## src/rtl/fetch_unit_pkg.sv

```systemverilog
`default_nettype none
// ============================================================================
// Package  : fetch_unit_pkg
// Brief    : Shared opcode, reset-vector and state encoding for the fetch unit
// Revision : 1.0
// ============================================================================
package fetch_unit_pkg;

    localparam logic [7:0]  c_NOP          = 8'hEA;
    localparam logic [15:0] c_RESET_VECTOR = 16'hFFFC;

    typedef enum logic [1:0] {
        VEC_LO = 2'd0,
        VEC_HI = 2'd1,
        RUN    = 2'd2
    } fetch_state_e;

endpackage
`default_nettype wire

```

## src/rtl/fetch_queue.sv

```systemverilog
`default_nettype none
// ============================================================================
// Module   : fetch_queue
// Brief    : Byte-wide synchronous FIFO with clear and occupancy count
// Revision : 1.0
// ============================================================================
module fetch_queue #(
    parameter int DEPTH = 4,
    parameter int CNT_W = $clog2(DEPTH) + 1
) (
    input  logic             clk_2,
    input  logic             rst,
    input  logic             push,
    input  logic [7:0]       push_data,
    input  logic             pop,
    input  logic             clear,
    output logic [7:0]       head,
    output logic [CNT_W-1:0] count
);
    localparam int c_PTR_W = $clog2(DEPTH);

    logic [7:0]         r_mem [DEPTH];
    logic [c_PTR_W-1:0] r_wr_ptr;
    logic [c_PTR_W-1:0] r_rd_ptr;
    logic [CNT_W-1:0]   r_count;

    // Pointers wrap naturally because DEPTH is a power of two.
    always_ff @(posedge clk_2 or negedge rst) begin
        if (!rst) begin
            r_wr_ptr <= '0;
            r_rd_ptr <= '0;
            r_count  <= '0;
        end else if (clear) begin
            r_wr_ptr <= '0;
            r_rd_ptr <= '0;
            r_count  <= '0;
        end else begin
            if (push) r_wr_ptr <= r_wr_ptr + c_PTR_W'(1);
            if (pop)  r_rd_ptr <= r_rd_ptr + c_PTR_W'(1);
            case ({push, pop})
                2'b10:   r_count <= r_count + CNT_W'(1);
                2'b01:   r_count <= r_count - CNT_W'(1);
                default: r_count <= r_count;
            endcase
        end
    end

    always_ff @(posedge clk_2) begin
        if (push && !clear) r_mem[r_wr_ptr] <= push_data;
    end

    assign head  = r_mem[r_rd_ptr];
    assign count = r_count;

endmodule
`default_nettype wire

```

## src/rtl/fetch_unit.sv

```systemverilog
`default_nettype none
// ============================================================================
// Module   : fetch_unit
// Brief    : Boots from the reset vector, then prefetches bytes into a queue
// Revision : 1.0
// ============================================================================
module fetch_unit
    import fetch_unit_pkg::*;
#(
    parameter int          DEPTH        = 4,
    parameter logic [15:0] RESET_VECTOR = c_RESET_VECTOR
) (
    input  logic        clk_2,
    input  logic        rst,
    output logic        mem_req,
    output logic [15:0] mem_addr,
    input  logic        mem_ack,
    input  logic [7:0]  mem_rdata,
    output logic [7:0]  instruction,
    output logic        instr_valid,
    input  logic        consume,
    input  logic        branch_load,
    input  logic [15:0] branch_target,
    output logic        flush,
    output logic [15:0] fetch_pc
);
    localparam int                 c_CNT_W     = $clog2(DEPTH) + 1;
    localparam logic [c_CNT_W-1:0] c_DEPTH_CNT = c_CNT_W'(DEPTH);

    fetch_state_e       r_state, w_state_next;
    logic [7:0]         r_vec_lo, w_vec_lo_next;
    logic [15:0]        r_fetch_addr, w_fetch_addr_next;
    logic [15:0]        r_fetch_pc, w_fetch_pc_next;
    logic               r_mem_req, w_mem_req_next;
    logic [15:0]        r_mem_addr, w_mem_addr_next;
    logic               r_discard, w_discard_next;
    logic               r_flush, w_flush_next;
    logic               w_ack, w_push, w_pop, w_clear, w_hold, w_issue;
    logic [7:0]         w_head;
    logic [c_CNT_W-1:0] w_count, w_count_next;

    fetch_queue #(
        .DEPTH (DEPTH),
        .CNT_W (c_CNT_W)
    ) u_queue (
        .clk_2     (clk_2),
        .rst       (rst),
        .push      (w_push),
        .push_data (mem_rdata),
        .pop       (w_pop),
        .clear     (w_clear),
        .head      (w_head),
        .count     (w_count)
    );

    always_ff @(posedge clk_2 or negedge rst) begin
        if (!rst) begin
            r_state      <= VEC_LO;
            r_vec_lo     <= '0;
            r_fetch_addr <= '0;
            r_fetch_pc   <= '0;
            r_mem_req    <= 1'b0;
            r_mem_addr   <= RESET_VECTOR;
            r_discard    <= 1'b0;
            r_flush      <= 1'b0;
        end else begin
            r_state      <= w_state_next;
            r_vec_lo     <= w_vec_lo_next;
            r_fetch_addr <= w_fetch_addr_next;
            r_fetch_pc   <= w_fetch_pc_next;
            r_mem_req    <= w_mem_req_next;
            r_mem_addr   <= w_mem_addr_next;
            r_discard    <= w_discard_next;
            r_flush      <= w_flush_next;
        end
    end

    always_comb begin
        w_state_next      = r_state;
        w_vec_lo_next     = r_vec_lo;
        w_fetch_addr_next = r_fetch_addr;
        w_fetch_pc_next   = r_fetch_pc;
        w_discard_next    = r_discard;
        w_flush_next      = 1'b0;
        w_push            = 1'b0;
        w_pop             = 1'b0;
        w_clear           = 1'b0;
        w_ack             = r_mem_req & mem_ack;

        case (r_state)
            VEC_LO: begin
                if (w_ack) begin
                    w_vec_lo_next = mem_rdata;
                    w_state_next  = VEC_HI;
                end
            end
            VEC_HI: begin
                if (w_ack) begin
                    w_fetch_addr_next = {mem_rdata, r_vec_lo};
                    w_fetch_pc_next   = {mem_rdata, r_vec_lo};
                    w_state_next      = RUN;
                end
            end
            RUN: begin
                // A redirect overrides any same-cycle push or pop; a request
                // still in flight is left to finish and its byte dropped.
                if (branch_load) begin
                    w_clear           = 1'b1;
                    w_fetch_addr_next = branch_target;
                    w_fetch_pc_next   = branch_target;
                    w_flush_next      = 1'b1;
                    w_discard_next    = r_mem_req & ~mem_ack;
                end else begin
                    if (w_ack) begin
                        if (r_discard) begin
                            w_discard_next = 1'b0;
                        end else begin
                            w_push            = 1'b1;
                            w_fetch_addr_next = r_fetch_addr + 16'd1;
                        end
                    end
                    if (consume && instr_valid) begin
                        w_pop           = 1'b1;
                        w_fetch_pc_next = r_fetch_pc + 16'd1;
                    end
                end
            end
            default: w_state_next = VEC_LO;
        endcase

        w_count_next = w_clear ? '0
                     : w_count + c_CNT_W'(w_push) - c_CNT_W'(w_pop);

        // Requests are registered so that the bus sees a new address the
        // cycle after the decision, and an unanswered one is held unchanged.
        w_hold          = r_mem_req & ~mem_ack;
        w_issue         = ~w_hold & ((w_state_next != RUN) || (w_count_next < c_DEPTH_CNT));
        w_mem_req_next  = w_hold | w_issue;
        w_mem_addr_next = r_mem_addr;
        if (w_issue) begin
            case (w_state_next)
                VEC_LO:  w_mem_addr_next = RESET_VECTOR;
                VEC_HI:  w_mem_addr_next = RESET_VECTOR + 16'd1;
                default: w_mem_addr_next = w_fetch_addr_next;
            endcase
        end
    end

    assign instr_valid = (w_count != '0);
    assign instruction = instr_valid ? w_head : c_NOP;
    assign mem_req     = r_mem_req;
    assign mem_addr    = r_mem_addr;
    assign flush       = r_flush;
    assign fetch_pc    = r_fetch_pc;

endmodule
`default_nettype wire

```

## config.mk

```make
export PLATFORM = sky130hd
export DESIGN_NAME = fetch_unit
export DESIGN_NICKNAME = d
export VERILOG_FILES = /design/src/rtl/fetch_unit_pkg.sv /design/src/rtl/fetch_queue.sv /design/src/rtl/fetch_unit.sv
export SDC_FILE = /design/constraint.sdc
export NUM_CORES = 1
export LEC_CHECK = 0
export CORE_UTILIZATION = 30
export DETAILED_ROUTE_END_ITERATION = 12
export SLEW_MARGIN = 20
export SYNTH_ARGS = -nofsm -noshare
export SYNTH_HDL_FRONTEND = slang
export SYNTH_SLANG_ARGS = --single-unit
```

## constraint.sdc

```tcl
create_clock -name clk_2 -period 3.5 [get_ports clk_2]
set_input_delay 0.7 -clock clk_2 [delete_from_list [all_inputs] [get_ports clk_2]]
set_output_delay 0.7 -clock clk_2 [all_outputs]
set_load 0.03 [all_outputs]
```

=== Yosys cells after proc, flatten, opt, wreduce, memory -nomap -nowiden ===
Memories as Yosys holds them, arrays and structs flattened.
Index checks and enable logic that the tools add are counted.

* Register bits after elaboration: 68
* RAM bits: 32
* Bits of input ports: 29
* Output and inout bits: 43
* Word-level logic and storage cells: 84
* Memories: 1

{| class="wikitable"
|+ Memory list
! memory !! words !! width !! rd ports !! clocked after Yosys merged registers in !! wr ports !! RTL line !! RTL
|-
| u_queue.r_mem || 4 || 8 || 1 || 0 || 1 || fetch_queue.sv:22 || <nowiki>logic [7:0] r_mem [DEPTH];</nowiki>
|}

* Add/sub/neg operators: 8
* Order comparisons: 1
* Equality and inequality tests: 8
* Mux-type cells: 34
* Bitwise gates (word level): 6
* Reduce and logical (&&, ||, !) cells: 15

{| class="wikitable"
|+ Operator list
! cell !! number
|-
| 16-bit two-way mux || 7
|-
| 16-bit case mux with 2 select lines || 3
|-
| 16-bit by 1-bit adder with 16-bit output, second input constant || 2
|-
| 1-bit two-way mux || 13
|-
| 2-bit two-way mux || 6
|-
| 8-bit two-way mux || 1
|-
| 2-bit nonzero test || 4
|-
| 2-bit by 1-bit == test with 1-bit output, second input constant || 3
|-
| 3-bit two-way mux || 2
|-
| 2-bit case mux with 3 select lines || 1
|-
| 3-bit case mux with 2 select lines || 1
|-
| 3-bit nonzero test || 2
|-
| 2-bit by 1-bit adder with 2-bit output, second input constant || 2
|-
| 2-bit == test, second input constant || 2
|-
| 2-bit logical NOT || 2
|-
| 2-bit != test, second input constant || 2
|-
| 2-bit AND reduction || 2
|-
| 3-bit by 1-bit adder with 3-bit output || 1
|-
| 3-bit by 1-bit adder with 3-bit output, second input constant || 1
|-
| 1-bit bitwise AND || 3
|-
| 3-bit less-than comparator, second input constant || 1
|-
| 3-bit != test, second input constant || 1
|-
| 3-bit AND reduction || 1
|-
| 3-bit by 1-bit subtractor with 3-bit output || 1
|-
| 6 further kinds || 8
|}

=== Logic depth before layout (Yosys ltp) ===
Gate-level depths: netlist of run 1.

* Depth after elaboration: 11
* Depth in mapped cells: 17
* Depth with buffers taken out: 13

=== Hierarchy ===
A second synthesis of run 1 with hierarchy kept.

* Cell total of the unflattened synthesis: 545
* Area, all modules: 5649.2 sq um

{| class="wikitable"
|+ By module, submodules not included
! module !! times used !! cells each !! area each (sq um)
|-
| fetch_unit || 1 || 462 || 4045.1
|-
| fetch_queue || 1 || 83 || 1604.0
|}

=== Worst setup path before layout of run 1 ===
No wires, ideal clock.

* Path type: register to register
* Start point: register r_state[0]
* End point: register r_mem_addr[2] (netlist: mem_addr[2])
* Library setup time: 0.060 ns
* Data arrival time: 3.157 ns
* Data required time: 3.440 ns
* Setup slack: 0.283 ns
* Cell stages (with the launch flop): 17
* Path buffers: 4
* Period minus slack after synthesis: 3.217 ns
* Cells stage by stage: dfrtp_1 > inv_1 > ha_1 > buf_2 > nor2b_1 > clkbuf_1 > and2_1 > ha_1 > inv_1 > ha_1 > nand3b_1 > a21oi_1 > nor4b_4 > or2_0 > clkbuf_1 > buf_2 > o22a_1

* Cells in the longest elaborated chain, start to end: 8
* Elaborated cells between the ends (all ways): 20

{| class="wikitable"
|+ Ends and longest elaborated chain
! item !! RTL line !! RTL
|-
| start: declaration || fetch_unit.sv:30 || <nowiki>fetch_state_e r_state, w_state_next;</nowiki>
|-
| start signal: assignment || fetch_unit.sv:67 || <nowiki>r_state <= w_state_next;</nowiki>
|-
| 2-bit == test || fetch_unit.sv:90 || <nowiki>case (r_state)</nowiki>
|-
| 1-bit two-way mux || fetch_unit.sv:90 ||
|-
| 3-bit by 1-bit adder with 3-bit output || fetch_unit.sv:132 || <nowiki>: w_count + c_CNT_W'(w_push) - c_CNT_W'(w_pop);</nowiki>
|-
| 3-bit by 1-bit subtractor with 3-bit output || fetch_unit.sv:132 ||
|-
| 3-bit two-way mux || fetch_unit.sv:131 || <nowiki>w_count_next = w_clear ? '0</nowiki>
|-
| 3-bit less-than comparator || fetch_unit.sv:137 || <nowiki>w_issue = ~w_hold & ((w_state_next != RUN) || (w_count_next < c_DEPTH_CNT));</nowiki>
|-
| 1-bit logical OR || fetch_unit.sv:137 ||
|-
| 1-bit bitwise AND || fetch_unit.sv:137 ||
|-
| end signal: assignment || fetch_unit.sv:72 || <nowiki>r_mem_addr <= w_mem_addr_next;</nowiki>
|-
| end: declaration || fetch_unit.sv:35 || <nowiki>logic [15:0] r_mem_addr, w_mem_addr_next;</nowiki>
|}

Parallel ways exist; a longest one is shown, timed or not.
A chain may end at the register's enable or synchronous reset.

=== Worst setup path in the final report of run 1 ===
* Start point: input port branch_load
* End point: register r_mem_addr[0] (netlist: mem_addr[0])

* Cells in the longest elaborated chain, start to end: 8
* Elaborated cells between the ends (all ways): 15

{| class="wikitable"
|+ Ends and longest elaborated chain
! item !! RTL line !! RTL
|-
| start: declaration || fetch_unit.sv:22 || <nowiki>input logic branch_load,</nowiki>
|-
| 1-bit two-way mux || fetch_unit.sv:107 || <nowiki>if (branch_load) begin</nowiki>
|-
| 1-bit two-way mux || fetch_unit.sv:90 ||
|-
| 3-bit by 1-bit adder with 3-bit output || fetch_unit.sv:132 ||
|-
| 3-bit by 1-bit subtractor with 3-bit output || fetch_unit.sv:132 ||
|-
| 3-bit two-way mux || fetch_unit.sv:131 ||
|-
| 3-bit less-than comparator || fetch_unit.sv:137 ||
|-
| 1-bit logical OR || fetch_unit.sv:137 ||
|-
| 1-bit bitwise AND || fetch_unit.sv:137 ||
|}

Parallel ways exist; a longest one is shown, timed or not.

==> results of run 1 <==
through the flow:
stage	hold WS [ps]	worst slack, ps	TNS, ps	area, um2	power (W)
final	337	268	0	6780	0.00597
after global routing	389	3.76	0	6780	0.00634
after CTS	376	214	0	6780	0.00598
after detailed placement	510	-68.9	-172	6470	0.00493
after global placement	504	13.9	0	6470	0.00488
after floorplan	404	283	0	5480	0.00386
where the power goes:
group          switching [W]  internal (W)  leakage, nW
Clock               0.000477      0.000565        0.145
Combinational        0.00170       0.00119         1.30
Sequential          0.000426       0.00161         1.12
cells in the mapped netlist (3+ instances only):
| cell type | instances | share of area (%) |
|---|---|---|
| a21oi_1 | 26 | 2.4 |
| a221o_1 | 4 | 0.73 |
| a22o_1 | 8 | 1.3 |
| a22oi_1 | 4 | 0.55 |
| a31oi_1 | 9 | 1.0 |
| and2_1 | 12 | 1.4 |
| and3_1 | 11 | 1.3 |
| buf_1 | 3 | 0.21 |
| buf_2 | 7 | 0.64 |
| clkbuf_1 | 22 | 1.5 |
| dfrtp_1 | 54 | 25 |
| dfstp_2 | 14 | 6.7 |
| edfxtp_1 | 32 | 18 |
| ha_1 | 13 | 3.0 |
| inv_1 | 21 | 1.4 |
| mux2_2 | 7 | 1.4 |
| mux2i_1 | 5 | 0.91 |
| mux4_2 | 8 | 3.3 |
| nand2_1 | 35 | 2.4 |
| nand3_1 | 20 | 1.8 |
| nand4_1 | 13 | 1.5 |
| nor2_1 | 22 | 1.5 |
| nor2b_1 | 3 | 0.34 |
| nor3_1 | 8 | 0.73 |
| nor4_1 | 6 | 0.69 |
| o211ai_1 | 5 | 0.69 |
| o21ai_0 | 46 | 4.2 |
| o22a_1 | 14 | 2.2 |
| o2bb2ai_1 | 5 | 0.80 |
| o311ai_0 | 4 | 0.64 |
| o31ai_1 | 6 | 0.82 |
| or2_2 | 8 | 0.91 |
worst paths after layout:
check                             from         endpoint  slack (ps)  cells past startpoint
max                        branch_load      mem_addr[0]         270                     12
min                                rst  r_fetch_addr[8]         340                      2
max reg2reg                 r_state[0]      mem_addr[0]         380                     12
min reg2reg                mem_addr[9]      mem_addr[9]         520                      1
max in group asynchronous          rst      r_vec_lo[4]        2820                      2
min in group clk_2         mem_addr[9]      mem_addr[9]         520                      1
per-layer routing:
metal	GRT usage, %	vias to the layer above	share of wire (%)
met5	0	-	0
met4	7.26	0	2.9
met3	3.52	38	6.0
met2	29.9	209	49
met1	23.5	2250	42
li1	-	2096	-
critical path: stages:
cell and delay (ps):
clkdlybuf4s50_1 610, nand2b_1 160, nor2_1 60, inv_1 80, ha_1 210, inv_1 70, ha_1 270, nand3b_1 90
a21oi_1 250, nor4b_4 100, a21oi_2 640, o32ai_1 200
area by class of cell:
class	count	area, um2	share of cell area [%]
sequential	100	2680	39.5
multi-input combinational	359	2560	37.8
timing repair buffer	90	861	12.7
tap	229	287	4.23
clock buffer	9	225	3.32
clock inverter	7	85.1	1.25
inverter	21	78.8	1.16
logic make-up after synthesis:
family / Yosys count / share of synthesized area (%)
AO/OA/AOI/OAI: 164 / 21.3
AND/OR/NAND/NOR: 157 / 15.9
flip-flops: 100 / 48.9
buffers and inverters: 55 / 4.20
multiplexers: 20 / 5.64
adder cells (fa/ha/maj): 14 / 3.34
XOR/XNOR: 4 / 0.640
placed cells by master (no fill, tap or decap), drive strengths merged, types with 13 or more instances in the layout:
| master | count |
|---|---|
| nand4 | 13 |
| clkdlybuf4s50 | 70 |
| ha | 13 |
| a21oi | 28 |
| dfstp | 14 |
| dfrtp | 54 |
| o22a | 14 |
| nand2 | 36 |
| inv | 23 |
| nand3 | 20 |
| o21ai | 46 |
| edfxtp | 32 |
| nor2 | 22 |
| buf | 20 |
flip-flops by register name, indices dropped and copies added, names as in the netlist:
name	flops
fetch_pc	16
flush	1
mem_addr	16
mem_req	1
r_discard	1
r_fetch_addr	16
r_state	2
r_vec_lo	8
u_queue.count	3
u_queue.r_mem	32
u_queue.r_rd_ptr	2
u_queue.r_wr_ptr	2
==> summary.md, run 1 <==
| Metric | Value |
|---|---|
| Unique masters post-synth | `73` |
| Row cnt | `49` |
| Syn Inst Count | `514` |
| Nets | `624` |
| Post-synthesis average cell area | `10.7 um2` |
| Skew final | `8.64 ps` |
| Post-CTS setup buffer count | `0` |
| Root Driver | `clkbuf_16` |
| CTS tree | `built` |
| Fin util | `37.9%` |
| Antenna diodes | `0` |
| Area Overhead vs Synth | `23.9%` |
| Final Hold Fails | `0` |
| MaxCap Viol Count | `0` |
| Worst setup EP type | `flip-flop` |
| First-pass GRT wire length | `25600 um` |
| H-tree lvl count | `3` |
| # setup viols final | `0` |
| Worst-Margin Slew | `772 ps` |
| RSZ-0062 raised after global routing | `false` |
| Cell Pwr Density | `880 nW/um2` |
| Core footprint | `17900 um2` |
| Synthesized flop and latch total | `100` |
| Synth Cell Area | `5480 um2` |
| Post-route non-filler standard cell count | `815` |
| Maximum fanout along the worst path | `16` |
| CTS Sinks | `100` |
| Pin count of the biggest net entering global routing | `69` |
| Gpl congestion | `0.858` |
| Vias in the first global route | `4527` |
| Worst-Skew Late Latency | `360 ps` |
| CTS Hold Buffers Added | `0` |
| Run status | `complete, no violations` |
| CP Class | `in -> reg` |
| IO Port Bufs | `71` |
| Fmax | `309 MHz` |
| Crit path required time | `3700 ps` |
| I/O Pins | `72` |
| Initial DRT Pass Iterations | `5` |
| Vias | `4593` |
| Period utilisation layout | `92.3%` |
| Final antenna-violating net count | `0` |
| Worst Hold Class | `in -> async` |
| GRT Overall Usage | `18.2%` |
| Die width | `137 um` |
| Asr flop ratio synth | `68.0%` |
| Remaining Overflow, GRT | `0` |
| # DRC | `0` |
| Fillers | `1762` |
| CP startpoint kind | `input pin` |
| Layout cells sized above 1 | `15.0%` |
| VDD IR-drop max | `0.483 mV` |
| Worst EP arrival | `3430 ps` |
| P_leak | `2.57 nW` |
| Synth Net Count | `557` |
| Initial antenna violation count | `0` |
| Ys Warns | `0` |
| Main synth FF type | `dfrtp_1` |
| Sequential share of the synthesized area | `48.9%` |
| Clock slew at reported path FFs | `70 ps` |
| Initial Util | `30.6%` |
| Placed Cells | `799` |
| Clk buf depth | `2` |
| Final Routed Wirelength | `16200 um` |
| Wirelength per Cell | `19.9 um` |
| CTS buffer count | `9` |
| Die Height | `137 um` |
| DR iter-0 viols | `455` |
| Post-route minimum period | `3230 ps` |
| Die Outline Area | `18800 um2` |
| Pins Over Slew Limit | `0` |
| Resized Gates After CTS | `0` |
| Dpl hpwl | `11700 um` |
| Vias per cell | `5.64` |
| Rel. slew slack | `48.5%` |
| EDFF count, synth | `32` |
Power figures use the tool's default switching activity.
==> inputs of run 2 (changes only) <==
==> constraint.sdc (replaced) <==
create_clock -name clk_2 -period 2.95 [get_ports clk_2]
set_input_delay 0.59 -clock clk_2 [delete_from_list [all_inputs] [get_ports clk_2]]
set_output_delay 0.59 -clock clk_2 [all_outputs]
set_load 0.03 [all_outputs]
==> run 2 against run 1 <==
  * Combinational power rose by 25%
  * Total power rose by 20%
  * Critical path depth rose by 1
  * First-iteration DRC count rose by 9.5%
  * Via count rose by 0.74%
  * Sequential power rose by 18%
  * Critical path type unchanged
  * Critical endpoint is now mem_addr[9]
  * Highest routed layer unchanged
==> summary.md, run 2 (synthesized netlist as in run 1, its figures left out) <==
| Metric | Value |
|---|---|
| Area Overhead vs Synth | `26.6%` |
| Die Height | `137 um` |
| Final Routed Wirelength | `16400 um` |
| Die Outline Area | `18800 um2` |
| Worst R2R Start | `r_state[0]` |
| Hold slack final | `276 ps` |
| DR iter-0 viols | `498` |
| Clk buf depth | `2` |
| Setup TNS | `0 ps` |
| Wirelength per Cell | `19.7 um` |
| IO Port Bufs | `71` |
| Core footprint | `17900 um2` |
| Power Internal | `0.00403 W` |
| Worst-Margin Slew | `694 ps` |
| Vias | `4627` |
| Pin count of the biggest net entering global routing | `43` |
| Period utilisation layout | `94.9%` |
| R2R setup slack | `190 ps` |
| First-pass GRT wire length | `25600 um` |
| Initial Util | `30.6%` |
| Fmax | `357 MHz` |
| Row cnt | `49` |
| Final Total Pwr | `0.00716 W` |
| Placed Cells | `814` |
| Fin util | `38.7%` |
| Dpl hpwl | `12000 um` |
| CTS Sinks | `100` |
| Worst Hold Class | `in -> async` |
| Most flops, register | `u_queue.r_mem` |
| Crit path capture | `mem_addr[9]` |
| Die width | `137 um` |
| GRT Overall Usage | `18.3%` |
| Maximum fanout along the worst path | `14` |
| CTS buffer count | `9` |
| P_leak | `2.66 nW` |
| Clock Power Share | `16.1%` |
| Worst setup EP type | `flip-flop` |
| Gpl congestion | `0.839` |
| Antenna diodes | `0` |
| Nets | `641` |
| H-tree lvl count | `3` |
| Initial DRT Pass Iterations | `5` |
| CP max stage delay | `470 ps` |
| VDD IR-drop max | `0.600 mV` |
| Root Driver | `clkbuf_16` |
| Sw Ratio | `43.7%` |
| R2R depth | `14` |
| # setup viols final | `0` |
| Worst reg2reg path endpoint | `mem_addr[9]` |
| Vias per cell | `5.56` |
| Cell Pwr Density | `1030 nW/um2` |
| Post-route minimum period | `2800 ps` |
| Layout cells sized above 1 | `18.2%` |
| Crit path required time | `3230 ps` |
| Run status | `complete, no violations` |
| Post-route non-filler standard cell count | `832` |
| CTS tree | `built` |
| Final antenna-violating net count | `0` |
| MaxCap Viol Count | `0` |
| Initial antenna violation count | `0` |
| Commonest cells after routing, fill and taps aside | `clkdlybuf4s50_1, dfrtp_1, o21ai_0, nand2_1, buf_4` |
| # DRC | `0` |
| Worst-Skew Late Latency | `360 ps` |
| Sw Pwr | `0.00313 W` |
| Rel. slew slack | `53.7%` |
| CTS Hold Buffers Added | `0` |
| Vias in the first global route | `4544` |
| Register share of total power | `33.6%` |
| Final Hold Fails | `0` |
| CP Cell Sequence | `clkdlybuf4s50_1 -> o31a_1 -> and2_4 -> ha_2 -> inv_1 -> ha_1 -> nand3b_1 -> a21oi_2 -> nor4b_4 -> buf_4 -> or2_0 -> buf_6 -> o32a_1` |
| Worst EP arrival | `3080 ps` |
| RSZ-0062 raised after global routing | `false` |
| CP max stage cell | `clkdlybuf4s50_1` |
| Pins Over Slew Limit | `0` |
| Clock slew at reported path FFs | `80 ps` |
| Crit. Startpoint | `consume` |
| CP Class | `in -> reg` |
| CP startpoint kind | `input pin` |
| Remaining Overflow, GRT | `0` |
| Commonest non-fill, non-tap cell in the layout | `clkdlybuf4s50_1` |
| Fillers | `1767` |
| I/O Pins | `72` |
| Comb power frac | `50.3%` |
| Skew final | `10.9 ps` |
| Max reg flops | `32` |
==> run 2: changes by cell type in the layout (fill, tap and decap cells not counted), moves of 2 or more <==
cell | previous run | this run
clkdlybuf4s50_1 | 70 | 64
dlymetal6s2s_1 | 0 | 4
dlygate4sd2_1 | 0 | 2
buf_4 | 18 | 33
ha_1 | 13 | 11
ha_2 | 0 | 2
==> run 2: critical path: cells and delay by family <==
kind,cells,cell delay (ps)
compound gates,3,650
fa+ha+maj,2,430
simple gates,4,570
buf+inv,4,840
==> run 2: worst min path at each step <==
| stage | startpoint | end | slack (ps) | depth (start not counted) |
|---|---|---|---|---|
| 4_1_cts | rst | r_vec_lo[1] | 290 | 1 |
| 6_report | rst | r_vec_lo[1] | 280 | 1 |
| 3_5_place_dp | mem_addr[9] | mem_addr[9] | 500 | 1 |
| 3_3_place_gp | mem_addr[13] | mem_addr[13] | 500 | 1 |
| 2_1_floorplan | rst | fetch_pc[0] | 290 | 0 |
| 5_1_grt | rst | fetch_pc[6] | 320 | 1 |
==> run 2: power by group through the flow <==
| stage | combinational (W) | sequential (W) | clock, W |
|---|---|---|---|
| 2_1_floorplan | 0.00194 | 0.00266 | 0 |
| 3_3_place_gp | 0.00349 | 0.00240 | 0 |
| 3_5_place_dp | 0.00357 | 0.00241 | 0 |
| 4_1_cts | 0.00359 | 0.00239 | 0.00118 |
| 5_1_grt | 0.00392 | 0.00246 | 0.00124 |
| 6_report | 0.00360 | 0.00240 | 0.00116 |
==> run 2: timing repair <==
item / 4_1_cts / 5_1_grt
cloned: 0 / 0
setup endpoints to repair: 17 / 7
gates resized for setup: 3 / 6
buffers inserted: 0 / 2
pin swaps: 0 / 1
==> run 2: metrics by stage <==
stage / cell area, um2 / setup WS (ps)
2_1_floorplan: 5490 / 28.1
3_3_place_gp: 6610 / -429
3_5_place_dp: 6610 / -558
4_1_cts: 6900 / 12.5
5_1_grt: 6930 / 16.8
6_report: 6930 / 149
==> run 2: layout make-up <==
| class | instances | area (um2) | area share [%] |
|---|---|---|---|
| timing repair buffer | 107 | 1010 | 14.6 |
| clock buffer | 10 | 239 | 3.45 |
| multi-input combinational | 359 | 2590 | 37.3 |
| clock inverter | 6 | 47.5 | 0.686 |
| sequential | 100 | 2680 | 38.7 |
| inverter | 21 | 78.8 | 1.14 |
| tap | 229 | 287 | 4.13 |
==> run 2: per-layer routing <==
metal  vias to the layer above  GRT usage (%)  part of all wire (%)
li1                       2126              -                     -
met1                      2303           23.8                    42
met2                       176           30.2                    50
met3                        22           3.52                   6.2
met4                         0           6.41                   1.9
met5                         -              0                     0
